File: src/rtl/div_responder.sv
// Iterative restoring divider (DIV/DIVU) returning {remainder, quotient} over a start/ready handshake.
// Optional build macro DIV_EARLY_EXIT_EN skips leading-zero iterations of the dividend magnitude.
module div_responder #(
  parameter int DATA_W = 32
) (
  input  logic                  clk,
  input  logic                  rst,
  input  logic                  signed_div_i,
  input  logic [DATA_W-1:0]     opdata1_i,
  input  logic [DATA_W-1:0]     opdata2_i,
  input  logic                  start_i,
  input  logic                  annul_i,
  output logic [2*DATA_W-1:0]   result_o,
  output logic                  ready_o
);

  localparam int CNT_W = $clog2(DATA_W + 1);

  localparam logic [1:0] IDLE    = 2'd0;
  localparam logic [1:0] DIVZERO = 2'd1;
  localparam logic [1:0] BUSY    = 2'd2;
  localparam logic [1:0] DONE    = 2'd3;

  logic [1:0]          state_q, state_d;
  logic [DATA_W-1:0]   rem_q, rem_d;
  logic [DATA_W-1:0]   quo_q, quo_d;
  logic [DATA_W-1:0]   dvs_q, dvs_d;
  logic [CNT_W-1:0]    cnt_q, cnt_d;
  logic                neg_quo_q, neg_quo_d;
  logic                neg_rem_q, neg_rem_d;
  logic [2*DATA_W-1:0] result_q, result_d;
  logic                ready_q, ready_d;

  logic [DATA_W-1:0]   dvd_mag, dvs_mag;
  logic [DATA_W:0]     rem_shift, diff;
  logic [DATA_W-1:0]   rem_step, quo_step;

  assign dvd_mag = (signed_div_i && opdata1_i[DATA_W-1]) ? -opdata1_i : opdata1_i;
  assign dvs_mag = (signed_div_i && opdata2_i[DATA_W-1]) ? -opdata2_i : opdata2_i;

  // Partial remainder stays below the divisor, so bit DATA_W of the trial difference is the borrow.
  assign rem_shift = {rem_q, quo_q[DATA_W-1]};
  assign diff      = rem_shift - {1'b0, dvs_q};
  assign rem_step  = diff[DATA_W] ? rem_shift[DATA_W-1:0] : diff[DATA_W-1:0];
  assign quo_step  = {quo_q[DATA_W-2:0], ~diff[DATA_W]};

`ifdef DIV_EARLY_EXIT_EN
  logic [CNT_W-1:0] lz;

  always_comb begin
    lz = CNT_W'(DATA_W);
    for (int i = 0; i < DATA_W; i++) begin
      if (dvd_mag[i]) lz = CNT_W'(DATA_W - 1 - i);
    end
  end
`endif

  always_comb begin
    // NOTE: every _d starts from its _q so no path through this block can infer a latch.
    state_d   = state_q;
    rem_d     = rem_q;
    quo_d     = quo_q;
    dvs_d     = dvs_q;
    cnt_d     = cnt_q;
    neg_quo_d = neg_quo_q;
    neg_rem_d = neg_rem_q;
    result_d  = result_q;

    case (state_q)
      IDLE: begin
        if (start_i && !annul_i) begin
          neg_quo_d = signed_div_i && (opdata1_i[DATA_W-1] ^ opdata2_i[DATA_W-1]);
          neg_rem_d = signed_div_i && opdata1_i[DATA_W-1];
          dvs_d     = dvs_mag;
          rem_d     = '0;
          if (opdata2_i == '0) begin
            quo_d   = opdata1_i;
            state_d = DIVZERO;
          end else begin
`ifdef DIV_EARLY_EXIT_EN
            quo_d = dvd_mag << lz;
            cnt_d = (lz == CNT_W'(DATA_W)) ? CNT_W'(1) : CNT_W'(DATA_W) - lz;
`else
            quo_d = dvd_mag;
            cnt_d = CNT_W'(DATA_W);
`endif
            state_d = BUSY;
          end
        end
      end
      DIVZERO: begin
        if (annul_i) begin
          state_d = IDLE;
        end else begin
          result_d = {quo_q, {DATA_W{1'b1}}};
          state_d  = DONE;
        end
      end
      BUSY: begin
        if (annul_i) begin
          state_d = IDLE;
        end else begin
          rem_d = rem_step;
          quo_d = quo_step;
          cnt_d = cnt_q - CNT_W'(1);
          if (cnt_q == CNT_W'(1)) begin
            result_d = {neg_rem_q ? -rem_step : rem_step,
                        neg_quo_q ? -quo_step : quo_step};
            state_d  = DONE;
          end
        end
      end
      DONE: begin
        // Stay until ready has been shown and the initiator has released start.
        if (!start_i && ready_q) state_d = IDLE;
      end
      default: state_d = IDLE;
    endcase

    ready_d = (state_q == DONE) && (state_d == DONE);
  end

  always_ff @(posedge clk or negedge rst) begin
    if (!rst) begin
      state_q   <= IDLE;
      rem_q     <= '0;
      quo_q     <= '0;
      dvs_q     <= '0;
      cnt_q     <= '0;
      neg_quo_q <= 1'b0;
      neg_rem_q <= 1'b0;
      result_q  <= '0;
      ready_q   <= 1'b0;
    end else begin
      // NOTE: non-blocking assignments so every flop samples the pre-edge values.
      state_q   <= state_d;
      rem_q     <= rem_d;
      quo_q     <= quo_d;
      dvs_q     <= dvs_d;
      cnt_q     <= cnt_d;
      neg_quo_q <= neg_quo_d;
      neg_rem_q <= neg_rem_d;
      result_q  <= result_d;
      ready_q   <= ready_d;
    end
  end

  assign result_o = result_q;
  assign ready_o  = ready_q;

endmodule

File: config.mk
export PLATFORM = sky130hd
export DESIGN_NAME = div_responder
export DESIGN_NICKNAME = d
export VERILOG_FILES = /design/src/rtl/div_responder.sv
export SDC_FILE = /design/constraint.sdc
export NUM_CORES = 1
export LEC_CHECK = 0
export CORE_AREA = 2 2 161 202
export DETAILED_ROUTE_END_ITERATION = 10
export DIE_AREA = 0 0 163 204
export PLACE_DENSITY = 0.59
export REMOVE_ABC_BUFFERS = 1
export SETUP_SLACK_MARGIN = 0.02
export SLEW_MARGIN = 20
export SYNTH_ARGS = -nofsm -noshare
export SYNTH_HDL_FRONTEND = slang
export SYNTH_SLANG_ARGS = --single-unit
export TNS_END_PERCENT = 1
File: constraint.sdc
create_clock -name clk -period 6.4 [get_ports clk]
set_input_delay 0.64 -clock clk [delete_from_list [all_inputs] [get_ports clk]]
set_output_delay 0.64 -clock clk [all_outputs]
set_load 0.02 [all_outputs]
# Word-level counts from Yosys, hierarchy flattened
# Index checks and enable logic that the tools add are counted.
totals:
  register_bits: 171
  latchBits: 0
  ram_bits: 0
  rom_bits: 0
  output_inout_bits: 65
  mem_count: 0
op_classes:
  addsub: 6
  mul: 0
  n_div: 0
  order_cmp: 0
  eq_ne: 10
  shifts: 0
  muxes: 27
  bitwise: 2
  reduce_logical: 16
ops:
  columns: ["cell", "n"]
  rows:
  - ["32-bit two-way mux", 10]
  - ["64-bit two-way mux", 3]
  - ["32-bit negation", 4]
  - ["32-bit one-hot mux with 2 select lines", 2]
  - ["64-bit one-hot mux with 2 select lines", 1]
  - ["33-bit by 32-bit subtractor with 33-bit output", 1]
  - ["32-bit zero test", 1]
  - ["6-bit two-way mux", 3]
  - ["2-bit two-way mux", 6]
  - ["6-bit one-hot mux with 2 select lines", 1]
  - ["2-bit inequality test (second input constant)", 5]
  - ["2-bit one-hot mux with 4 select lines", 1]
  - ["4-bit AND reduction", 2]
  - ["2-bit == test (second input constant)", 3]
  - ["6-bit by 1-bit == test with 1-bit output (second input constant)", 1]
  - ["1-bit logical AND", 6]
  - ["6-bit by 1-bit subtractor with 6-bit output (second input constant)", 1]
  - ["2-bit nonzero test", 2]
  - ["3-bit AND reduction", 1]
  - ["2-bit by 1-bit == test with 1-bit output (second input constant)", 1]
  - ["1-bit zero test", 2]
  - ["2-bit zero test", 1]
  - ["2-bit AND reduction", 1]
  - ["1-bit NOT", 1]
  - ["1-bit XOR", 1]

# Logic depth before layout (Yosys ltp)
# Gate-level depths: netlist of the first run.
logic_depth:
  depth_word: 7
  ltp_mapped: 24

# Worst setup path after synthesis of the first run
# Ideal clock, no wire load.
synth_timing:
  path_kind: "register to register"
  from: "register quo_q[31]"
  to: "register result_q[62], in the netlist result_o[62]"
  arrival_time_ps: 5097
  required_ps: 6275
  path_slack_ps: 1178
  path_stages_with_launch: 23
  path_buffers: 3
  period_less_slack_ps: 5222
  path_cell_list: "dfrtp_1 -> inv_1 -> ha_1 -> fa_1 -> nand2b_1 -> a211oi_4 -> o211ai_2 -> a2111oi_4 -> o31ai_1 -> and2_1 -> buf_6 -> buf_6 -> buf_2 -> o21ai_0 -> ha_1 -> nand2_1 -> or4_1 -> nor3_1 -> mux2i_4 -> or3b_4 -> o41ai_1 -> nand3b_1 -> nand3_1"
synth_between:
  elab_chain_len: 7
synth_lines:
  columns: ["item", "line_no", "text"]
  rows:
  - ["from (decl)", "26", "logic [DATA_W-1:0] quo_q, quo_d;"]
  - ["from (signal assigned)", "138", "quo_q <= quo_d;"]
  - ["33-bit by 32-bit subtractor with 33-bit output", "43", "assign diff = rem_shift - {1'b0, dvs_q};"]
  - ["32-bit two-way mux (*)", "44", "assign rem_step = diff[DATA_W] ? rem_shift[DATA_W-1:0] : diff[DATA_W-1:0];"]
  - ["32-bit negation", "107", "result_d = {neg_rem_q ? -rem_step : rem_step,"]
  - ["32-bit two-way mux (*)", "107", null]
  - ["64-bit two-way mux (*)", "106", "if (cnt_q == CNT_W'(1)) begin"]
  - ["64-bit two-way mux (*)", "100", "if (annul_i) begin"]
  - ["64-bit one-hot mux with 2 select lines (*)", "69", "case (state_q)"]
  - ["to (signal assigned)", "143", "result_q <= result_d;"]
  - ["to (decl)", "31", "logic [2*DATA_W-1:0] result_q, result_d;"]
# Every way passes the cells marked *; elsewhere a longest branch is shown, timed or not. The select of a mux whose other input is x is not followed.
# A chain may end at the register's enable or synchronous reset.

# Worst setup path in the final report of the first run
# Ends and elaborated chain as after synthesis.

==> flow_metrics.env, run 1 <==
export IMPL_synth_largest_area_cell="dfrtp_1"
export IMPL_fin_util=0.465
export IMPL_fin_crit_sh=0.897
export IMPL_n_antenna_cell=0
export IMPL_ir_drop_v=0.000196
export IMPL_wl_per_cell_um=17.7
export IMPL_ys_seq_elements=171
export IMPL_grt_max_degree=106
export IMPL_dp_hpwl_um=27500
export IMPL_cts_max_path_buffers=2
export IMPL_synth_cells=1543
export IMPL_cts_resized=0
export IMPL_clk_latency_ns=0.44
export IMPL_drt_iter0_markers=716
export IMPL_layout_commonest_cell="nand2_1"
export IMPL_antenna_found_initial=0
export IMPL_finalSetupViolCount=0
export IMPL_crit_fanout=11
export IMPL_routed_top_layer="met4"
export IMPL_post_cts_buffers=0
export IMPL_synth_seq_area_share=0.345
export IMPL_num_rows=73
export IMPL_grt_pass1_vias=10900
export IMPL_ios=134
export IMPL_synth_top_area_share=0.345
export IMPL_hp_class="in2async"
export IMPL_cts_buffers=17
export IMPL_power_density_nw_per_um2=359
export IMPL_dr_pass1_iters=5
export IMPL_cts_sinks=171
export IMPL_met1_length_um=16200
export IMPL_synth_edf_count=0
export IMPL_synth_area_um2=12400
export IMPL_async_flop_share=1.00
export IMPL_worstPathArrival_ns=6.06
export IMPL_drive_above_1_share=0.0539
export IMPL_ys_top_cells_by_area="dfrtp_1 35%, o21ai_0 6.7%, nand2_1 6.0%"
export IMPL_cts_root_buf="clkbuf_16"
export IMPL_finalClockSkew_ns=0.00867
export IMPL_route_met3_wl_um=1010
export IMPL_worstSetupPathType="reg2reg"
export IMPL_vias=11200
export IMPL_dieWidth_um=163
export IMPL_area_growth_pct=18.1
export IMPL_antenna_left=0
export IMPL_fillers=3154
export IMPL_worstSetupStartpointType="flip-flop"
export IMPL_rsz0062_at_grt="no"
export IMPL_max_freq_mhz=174
export IMPL_clk_pin_slew_ns=0.07
export IMPL_grt_usage=0.223
export IMPL_place_port_buffers=133
export IMPL_place_ws_ns=0.758
export IMPL_yosysUniqueCellTypes=90
export IMPL_timing_final_ws_setup_ns=0.658
export IMPL_wl_met2_um=18100
export IMPL_maxSlewHeadroom=0.335
export IMPL_die_y_um=204
export IMPL_outcome="finished, final reports clean"
export IMPL_drcViolationCount=0
export IMPL_ys_flop_type="dfrtp_1"
export IMPL_worst_ep_required_time_ns=6.72
export IMPL_yosysWarnings=0
export IMPL_tightest_slew_ns=0.998
export IMPL_slew_viol_final=0
export IMPL_gp_congestion=0.878
export IMPL_tritoncts="built"
export IMPL_hold_viol=0
export IMPL_layout_common_cells="199 x nand2_1, 171 x dfrtp_1, 167 x o21ai_0, 148 x a21oi_1, 145 x nor2_1"
export IMPL_cts_htree_levels=4
export IMPL_grt_overflow_total=0
export IMPL_total_leakage_power_nw=5.94
export IMPL_post_route_min_period_ns=5.74
export IMPL_avgSynthCellArea_um2=8.04
export IMPL_end_kind="flip-flop"
export IMPL_layout_nets=1730
export IMPL_vias_per_cell=5.47
export IMPL_drv_cap=0
export IMPL_die_area_um2=33300
export IMPL_postCtsHoldBufs=0
export IMPL_initial_core_util=0.394
export IMPL_drt_total_wl_um=36200
export IMPL_power_mw=5.25
export IMPL_grt_pass1_wl_um=58500
export IMPL_core_area_um2=31500
==> metal layers <==
layer | track usage | up-vias
met5 | 0 | -
met4 | 0.0736 | 0
met3 | 0.0241 | 38
met2 | 0.393 | 215
met1 | 0.283 | 5315
li1 | - | 5624
==> flip-flops by register name (all words and copies together) (netlist names) <==
register,count
result_o,64
dvs_q,32
quo_q,32
rem_q,32
cnt_q,6
state_q,2
neg_quo_q,1
neg_rem_q,1
ready_o,1
==> metrics by stage <==
| step | hold slack (ns) | TNS [ns] | area, µm² | instances |
|---|---|---|---|---|
| after global routing | 0.410 | 0 | 14600 | 2045 |
| after CTS | 0.380 | 0 | 14600 | 2045 |
| after detailed placement | 0.471 | 0 | 14000 | 2015 |
| final | 0.344 | 0 | 14600 | 2045 |
| after floorplan | 0.344 | -11.44 | 12000 | 1455 |
| after global placement | 0.461 | 0 | 14000 | 2015 |
==> where the power goes <==
part / internal (mW) / leakage [nW] / switching (mW) / total [mW]
Clock: 0.692 / 0.297 / 0.446 / 1.14
Combinational: 1.05 / 3.53 / 1.40 / 2.44
Sequential: 1.38 / 2.10 / 0.292 / 1.67
Total: 3.12 / 5.94 / 2.14 / 5.25
==> worst paths after layout <==
kind | start | to | slack, ns | cells after the start
worst max-delay path | quo_q[31] | result_o[62] | 0.66 | 20
worst min register to register | dvs_q[16] | dvs_q[16] | 0.48 | 2
max in group asynchronous | rst | rem_q[16] | 4.57 | 2
min in group clk | dvs_q[16] | dvs_q[16] | 0.48 | 2
worst min-delay path | rst | dvs_q[3] | 0.34 | 1
worst max register to register | quo_q[31] | result_o[62] | 0.66 | 20
==> cell type report <==
cell class,count,area [µm²],share of cell area
multi-input cells,1229,7560,0.516
flip-flops and latches,171,4280,0.292
repair buffers,148,1450,0.0987
well taps,412,515,0.0352
clock buffers,20,437,0.0298
inverters,55,211,0.0144
clock inverters,10,191,0.0131
==> logic make-up (layout without fill, tap and decap cells) <==
| family | count (synthesis) | in the layout | share of synthesized area |
|---|---|---|---|
| mux | 29 | 29 | 0.0252 |
| simple gates | 533 | 533 | 0.200 |
| fa+ha+maj | 39 | 39 | 0.0400 |
| flops | 171 | 171 | 0.345 |
| buf+inv | 143 | 233 | 0.0477 |
| xor+xnor | 138 | 138 | 0.0975 |
| compound gates | 490 | 490 | 0.245 |
==> critical path: stages, from the launching register on <==
cell	delay (ns)
dfrtp_1	0.35
inv_1	0.09
ha_1	0.23
fa_1	0.40
nand2b_1	0.22
a211oi_4	0.35
o211ai_2	0.21
a2111oi_4	0.41
or4_1	0.37
and2_2	0.28
inv_6	0.05
a21oi_1	0.27
ha_1	0.29
nand2_1	0.08
or4_1	0.49
nor3_1	0.31
mux2i_4	0.17
or3b_4	0.45
o41ai_1	0.36
nand3b_1	0.17
nand3_1	0.07
==> Yosys cell counts, types with 9 or more instances <==
| cell | n |
|---|---|
| nor4_1 | 18 |
| nand4_1 | 12 |
| mux2i_1 | 22 |
| o31ai_1 | 23 |
| o41ai_1 | 15 |
| nor2_1 | 146 |
| buf_2 | 14 |
| and3_1 | 20 |
| dfrtp_1 | 171 |
| nand2b_1 | 14 |
| a211oi_1 | 13 |
| a21o_1 | 12 |
| ha_1 | 38 |
| clkbuf_1 | 67 |
| a21oi_1 | 149 |
| or4_1 | 10 |
| nand2_1 | 199 |
| o21ai_1 | 9 |
| o211ai_1 | 10 |
| o21a_1 | 12 |
| nor3_1 | 20 |
| nand3_1 | 32 |
| xor2_1 | 78 |
| xnor2_1 | 60 |
| or3_1 | 19 |
| inv_1 | 53 |
| a31oi_1 | 13 |
| o21ai_0 | 167 |
No activity file was read; power rests on OpenSTA's default activity.
==> run 2: changes to the inputs <==
- ABC_AREA: not set -> 1
- CORE_AREA: 2 2 161 202 -> 2 2 167 210
- DIE_AREA: 0 0 163 204 -> 0 0 169 212
- clock period: 6.4 -> 7.5 ns (I/O delays scaled with it)
==> run 2 against run 1 <==
Final area rose by 6.6%. Critical endpoint is now result_o[28]. Sequential cell count stayed put. Register-to-register slack gained 1.9 ns. Area after synthesis rose by 7.9%. Global-route usage grew 3.6 points. Non-clock buffer count fell by 3. Count of clock-buffer cells in the layout did not move. Utilization down 0.61 points. Die area is 7.7% higher. Final cell count grew 26%.
==> flow_metrics.env, run 2 <==
export IMPL_worstSetupPathType="reg2reg"
export IMPL_grt_usage=0.259
export IMPL_largest_reg_flops=64
export IMPL_cts_resized=0
export IMPL_yosys_cell_count_top_type="nand2_1"
export IMPL_dp_hpwl_um=35500
export IMPL_reg2reg_from="quo_q[31]"
export IMPL_worstPathArrival_ns=5.31
export IMPL_cts_max_path_buffers=2
export IMPL_vias=13600
export IMPL_hp_class="in2async"
export IMPL_synthTopCellsByCount="597 x nand2_1, 269 x inv_1, 171 x dfrtp_1, 171 x nor2_1, 141 x o21ai_0"
export IMPL_slew_viol_final=0
export IMPL_slowest_stage="fa_1"
export IMPL_fin_util=0.459
export IMPL_cp_top_family="simple AND/OR/NAND/NOR gates"
export IMPL_num_rows=76
export IMPL_drv_cap=0
export IMPL_cts_sinks=171
export IMPL_grt_pass1_vias=13000
export IMPL_finalClockSkew_ns=0.00978
export IMPL_crit_fanout=25
export IMPL_grt_overflow_total=0
export IMPL_drive_above_1_share=0.0655
export IMPL_post_route_min_period_ns=4.97
export IMPL_dr_pass1_iters=5
export IMPL_finish_instance_area_um2=15600
export IMPL_place_port_buffers=133
export IMPL_ios=134
export IMPL_yosysWarnings=0
export IMPL_rr_worst_depth=30
export IMPL_die_area_um2=35800
export IMPL_ys_flop_type="dfrtp_1"
export IMPL_critPathMaxStageDelay_ns=0.41
export IMPL_max_freq_mhz=201
export IMPL_antenna_found_initial=0
export IMPL_clk_pin_slew_ns=0.07
export IMPL_layout_commonest_cell="nand2_1"
export IMPL_synth_area_um2=13400
export IMPL_reg2reg_setup_slack_ns=2.53
export IMPL_synth_largest_area_cell="dfrtp_1"
export IMPL_end_kind="flip-flop"
export IMPL_synth_seq_area_share=0.320
export IMPL_core_area_um2=34000
export IMPL_tritoncts="built"
export IMPL_layout_nets=2249
export IMPL_grt_max_degree=86
export IMPL_fin_crit_sh=0.662
export IMPL_post_cts_buffers=0
export IMPL_cts_root_buf="clkbuf_16"
export IMPL_wl_per_cell_um=17.7
export IMPL_timing_rr_end="result_o[28]"
export IMPL_drt_iter0_markers=1011
export IMPL_synth_edf_count=0
export IMPL_postCtsHoldBufs=0
export IMPL_synth_top_area_share=0.320
export IMPL_ys_top_cells_by_area="dfrtp_1 32%, nand2_1 17%, inv_1 7.5%"
export IMPL_placed_area_um2=15000
export IMPL_synth_cells=2043
export IMPL_final_cells=2583
export IMPL_grt_pass1_wl_um=71500
export IMPL_layout_common_cells="596 x nand2_1, 267 x inv_1, 171 x dfrtp_1, 169 x nor2_1, 141 x o21ai_0"
export IMPL_tightest_slew_ns=1.09
export IMPL_cts_htree_levels=4
export IMPL_critPathBufInv=6
export IMPL_drcViolationCount=0
export IMPL_n_antenna_cell=0
export IMPL_finalSetupViolCount=0
export IMPL_worst_ep_required_time_ns=7.84
export IMPL_initial_core_util=0.393
export IMPL_yosysUniqueCellTypes=53
export IMPL_rsz0062_at_grt="no"
export IMPL_outcome="finished, final reports clean"
export IMPL_hold_viol=0
export IMPL_avgSynthCellArea_um2=6.55
export IMPL_worstSetupStartpointType="flip-flop"
export IMPL_ys_seq_elements=171
export IMPL_area_growth_pct=16.6
export IMPL_cpMostUsedCell="inv_1"
export IMPL_drt_total_wl_um=45700
export IMPL_vias_per_cell=5.25
export IMPL_maxSlewHeadroom=0.269
export IMPL_gp_congestion=0.983
export IMPL_dieWidth_um=169
export IMPL_async_flop_share=1.00
export IMPL_place_inst=2551
export IMPL_cts_buffers=17
export IMPL_clk_latency_ns=0.46
export IMPL_antenna_left=0
export IMPL_die_y_um=212
run 2: changes by cell type after synthesis, moves of 22 or more:
cell / change
inv_1: +216
nand2_1: +398
mux2i_1: -22
nand3_1: +80
a21oi_1: -34
nor2_1: +25
xnor2_1: -38
xor2_1: -31
o21ai_0: -26
nor3_1: +22
nand2_2: +40
o22ai_1: +27
run 2: layer usage:
metal,wire [µm],GRT usage,up-vias
li1,-,-,6798
met1,19400,0.315,6302
met2,22300,0.449,359
met3,1770,0.0346,97
met4,2190,0.130,0
met5,0,0,-
run 2: area by class of cell:
cell class                      instances  area (µm²)
Inverter                              278        1040
Sequential cell                       171        4280
Clock buffer                           20         447
Fill cell                            3610       18400
Tap cell                              429         537
Clock inverter                         12         115
Multi-Input combinational cell       1528        7770
Timing Repair Buffer                  145        1420
run 2: cells by family after synthesis:
family | synth area share
flops | 0.320
xor+xnor | 0.0451
compound gates | 0.150
fa+ha+maj | 0.0370
simple gates | 0.347
buf+inv | 0.101
run 2: how the worst max path moves through the flow:
stage,from,endpoint,slack (ns),cells after the start
floorplan,state_q[1],quo_q[28],-0.23,8
global placement,opdata2_i[0],quo_q[25],2.56,17
detailed placement,opdata2_i[0],quo_q[25],2.54,17
CTS,quo_q[31],result_o[28],2.53,30
global route,quo_q[31],result_o[28],2.04,30
finish,quo_q[31],result_o[28],2.53,30
run 2: worst reg2reg max path, delay by kind of cell (launching register included):
kind                       cells  cell delay [ns]
and+or+nand+nor               15             1.87
DFF                            1             0.32
buffers and inverters          6             0.53
AOI/OAI and AO/OA              6             1.25
adders and majority gates      3             0.89
run 2: per-stage QoR:
step	setup slack, ns	TNS (ns)	hold slack (ns)
after floorplan	-0.226	-5.75	0.453
after global routing	2.04	0	0.267
after CTS	2.53	0	0.241
final	2.53	0	0.224
after detailed placement	2.54	0	0.467
after global placement	2.56	0	0.464
Power of run 2 is left out: the tool's default activity adds up to more than one toggle a clock period on the data nets, which glitch-free logic cannot reach.
==> run 3: changes to the inputs <==
- clock period: 7.5 -> 5.2 ns (I/O delays scaled with it)
==> run 3 against run 2 <==
Highest routed layer unchanged. Wire length up 1.4%. Register-to-register slack worse by 1.9 ns. Count of clock-buffer cells in the layout down 1. First-iteration DRC count down 4.4%. Via count up 0.73%. Largest cell class unchanged. Clock skew up 0.0018 ns. Die area unchanged. Critical path type unchanged. Critical path depth unchanged. Final area up 0.59%. Setup slack worse by 1.9 ns. Critical endpoint unchanged.
==> flow_metrics.env, run 3 (synthesis gave the netlist of run 2 again) <==
export IMPL_fin_setup_tns_ns=0
export IMPL_cpMostUsedCell="inv_1"
export IMPL_vias=13700
export IMPL_worstSetupPathType="reg2reg"
export IMPL_maxSlewHeadroom=0.302
export IMPL_dr_pass1_iters=5
export IMPL_hp_class="in2async"
export IMPL_placed_area_um2=15100
export IMPL_vias_per_cell=5.27
export IMPL_slew_viol_final=0
export IMPL_max_freq_mhz=219
export IMPL_place_inst=2558
export IMPL_n_antenna_cell=0
export IMPL_post_route_min_period_ns=4.57
export IMPL_dp_hpwl_um=35900
export IMPL_slowest_stage="fa_1"
export IMPL_finalSetupViolCount=0
export IMPL_drt_iter0_markers=967
export IMPL_finish_instance_area_um2=15700
export IMPL_postCtsHoldBufs=0
export IMPL_cts_max_path_buffers=2
export IMPL_wl_per_cell_um=17.9
export IMPL_ios=134
export IMPL_fillers=3655
export IMPL_cts_root_buf="clkbuf_16"
export IMPL_grt_usage=0.263
export IMPL_end_kind="flip-flop"
export IMPL_drcViolationCount=0
export IMPL_worstSetupStartpointType="flip-flop"
export IMPL_grt_pass1_vias=13500
export IMPL_antenna_left=0
export IMPL_die_y_um=212
export IMPL_cts_htree_levels=4
export IMPL_crit_fanout=5
export IMPL_gp_congestion=0.950
export IMPL_grt_max_degree=97
export IMPL_tritoncts="built"
export IMPL_fin_crit_sh=0.880
export IMPL_tightest_slew_ns=1.04
export IMPL_drt_total_wl_um=46300
export IMPL_largest_reg_flops=64
export IMPL_final_cells=2590
export IMPL_drive_above_1_share=0.0689
export IMPL_outcome="finished, final reports clean"
export IMPL_cts_sinks=171
export IMPL_hold_viol=0
export IMPL_grt_overflow_total=0
export IMPL_die_area_um2=35800
export IMPL_grt_pass1_wl_um=73000
export IMPL_initial_core_util=0.393
export IMPL_clk_latency_ns=0.47
export IMPL_clk_pin_slew_ns=0.07
export IMPL_layout_common_cells="596 x nand2_1, 267 x inv_1, 171 x dfrtp_1, 169 x nor2_1, 141 x o21ai_0"
export IMPL_cts_resized=0
export IMPL_post_cts_buffers=0
export IMPL_antenna_found_initial=0
export IMPL_layout_commonest_cell="nand2_1"
export IMPL_hold_ws_ns=0.125
export IMPL_layout_nets=2256
export IMPL_critPathMaxStageDelay_ns=0.41
export IMPL_finalClockSkew_ns=0.0115
export IMPL_dieWidth_um=169
export IMPL_num_rows=76
export IMPL_place_port_buffers=133
export IMPL_worstPathArrival_ns=4.93
export IMPL_core_area_um2=34000
export IMPL_rsz0062_at_grt="no"
export IMPL_area_growth_pct=17.3
export IMPL_cts_buffers=17
export IMPL_worst_ep_required_time_ns=5.55
export IMPL_drv_cap=0
==> run 3: area by class of cell <==
cell class	instances	area, µm²	share of cell area
clock inverters	13	159	0.0101
multi-input cells	1528	7770	0.495
flip-flops and latches	171	4280	0.272
well taps	429	537	0.0342
repair buffers	152	1480	0.0939
inverters	278	1040	0.0665
clock buffers	19	443	0.0282
==> run 3: final timing paths <==
check / start / end / slack (ns) / cells past startpoint
setup reg to reg: quo_q[31] / result_o[28] / 0.63 / 30
max in group asynchronous: rst / dvs_q[9] / 3.90 / 2
hold reg to reg: result_o[51] / result_o[51] / 0.48 / 2
hold / removal: rst / result_o[50] / 0.13 / 1
setup / recovery: quo_q[31] / result_o[28] / 0.63 / 30
min in group clk: result_o[51] / result_o[51] / 0.48 / 2
==> run 3: critical path, delay by kind of cell (launching register included) <==
kind	cells	cell delay, ns
AO/OA/AOI/OAI	6	1.21
adder cells (fa/ha/maj)	3	0.82
buffers and inverters	6	0.53
flip-flops	1	0.33
AND/OR/NAND/NOR	15	1.60
==> run 3: per-stage QoR <==
| stage | utilization | setup WS, ns |
|---|---|---|
| after floorplan | - | -2.53 |
| after global placement | 0.444 | 0.743 |
| after detailed placement | 0.444 | 0.693 |
| after CTS | 0.461 | 0.652 |
| after global routing | 0.461 | 0.183 |
| final | 0.461 | 0.626 |
==> run 3: metal layers <==
metal / track usage / up-vias / wire length, µm
met5: 0 / - / 0
met4: 0.116 / 0 / 1790
met3: 0.0309 / 74 / 1770
met2: 0.478 / 364 / 23500
met1: 0.312 / 6401 / 19200
li1: - / 6816 / -
Power of run 3 is left out for the same reason.
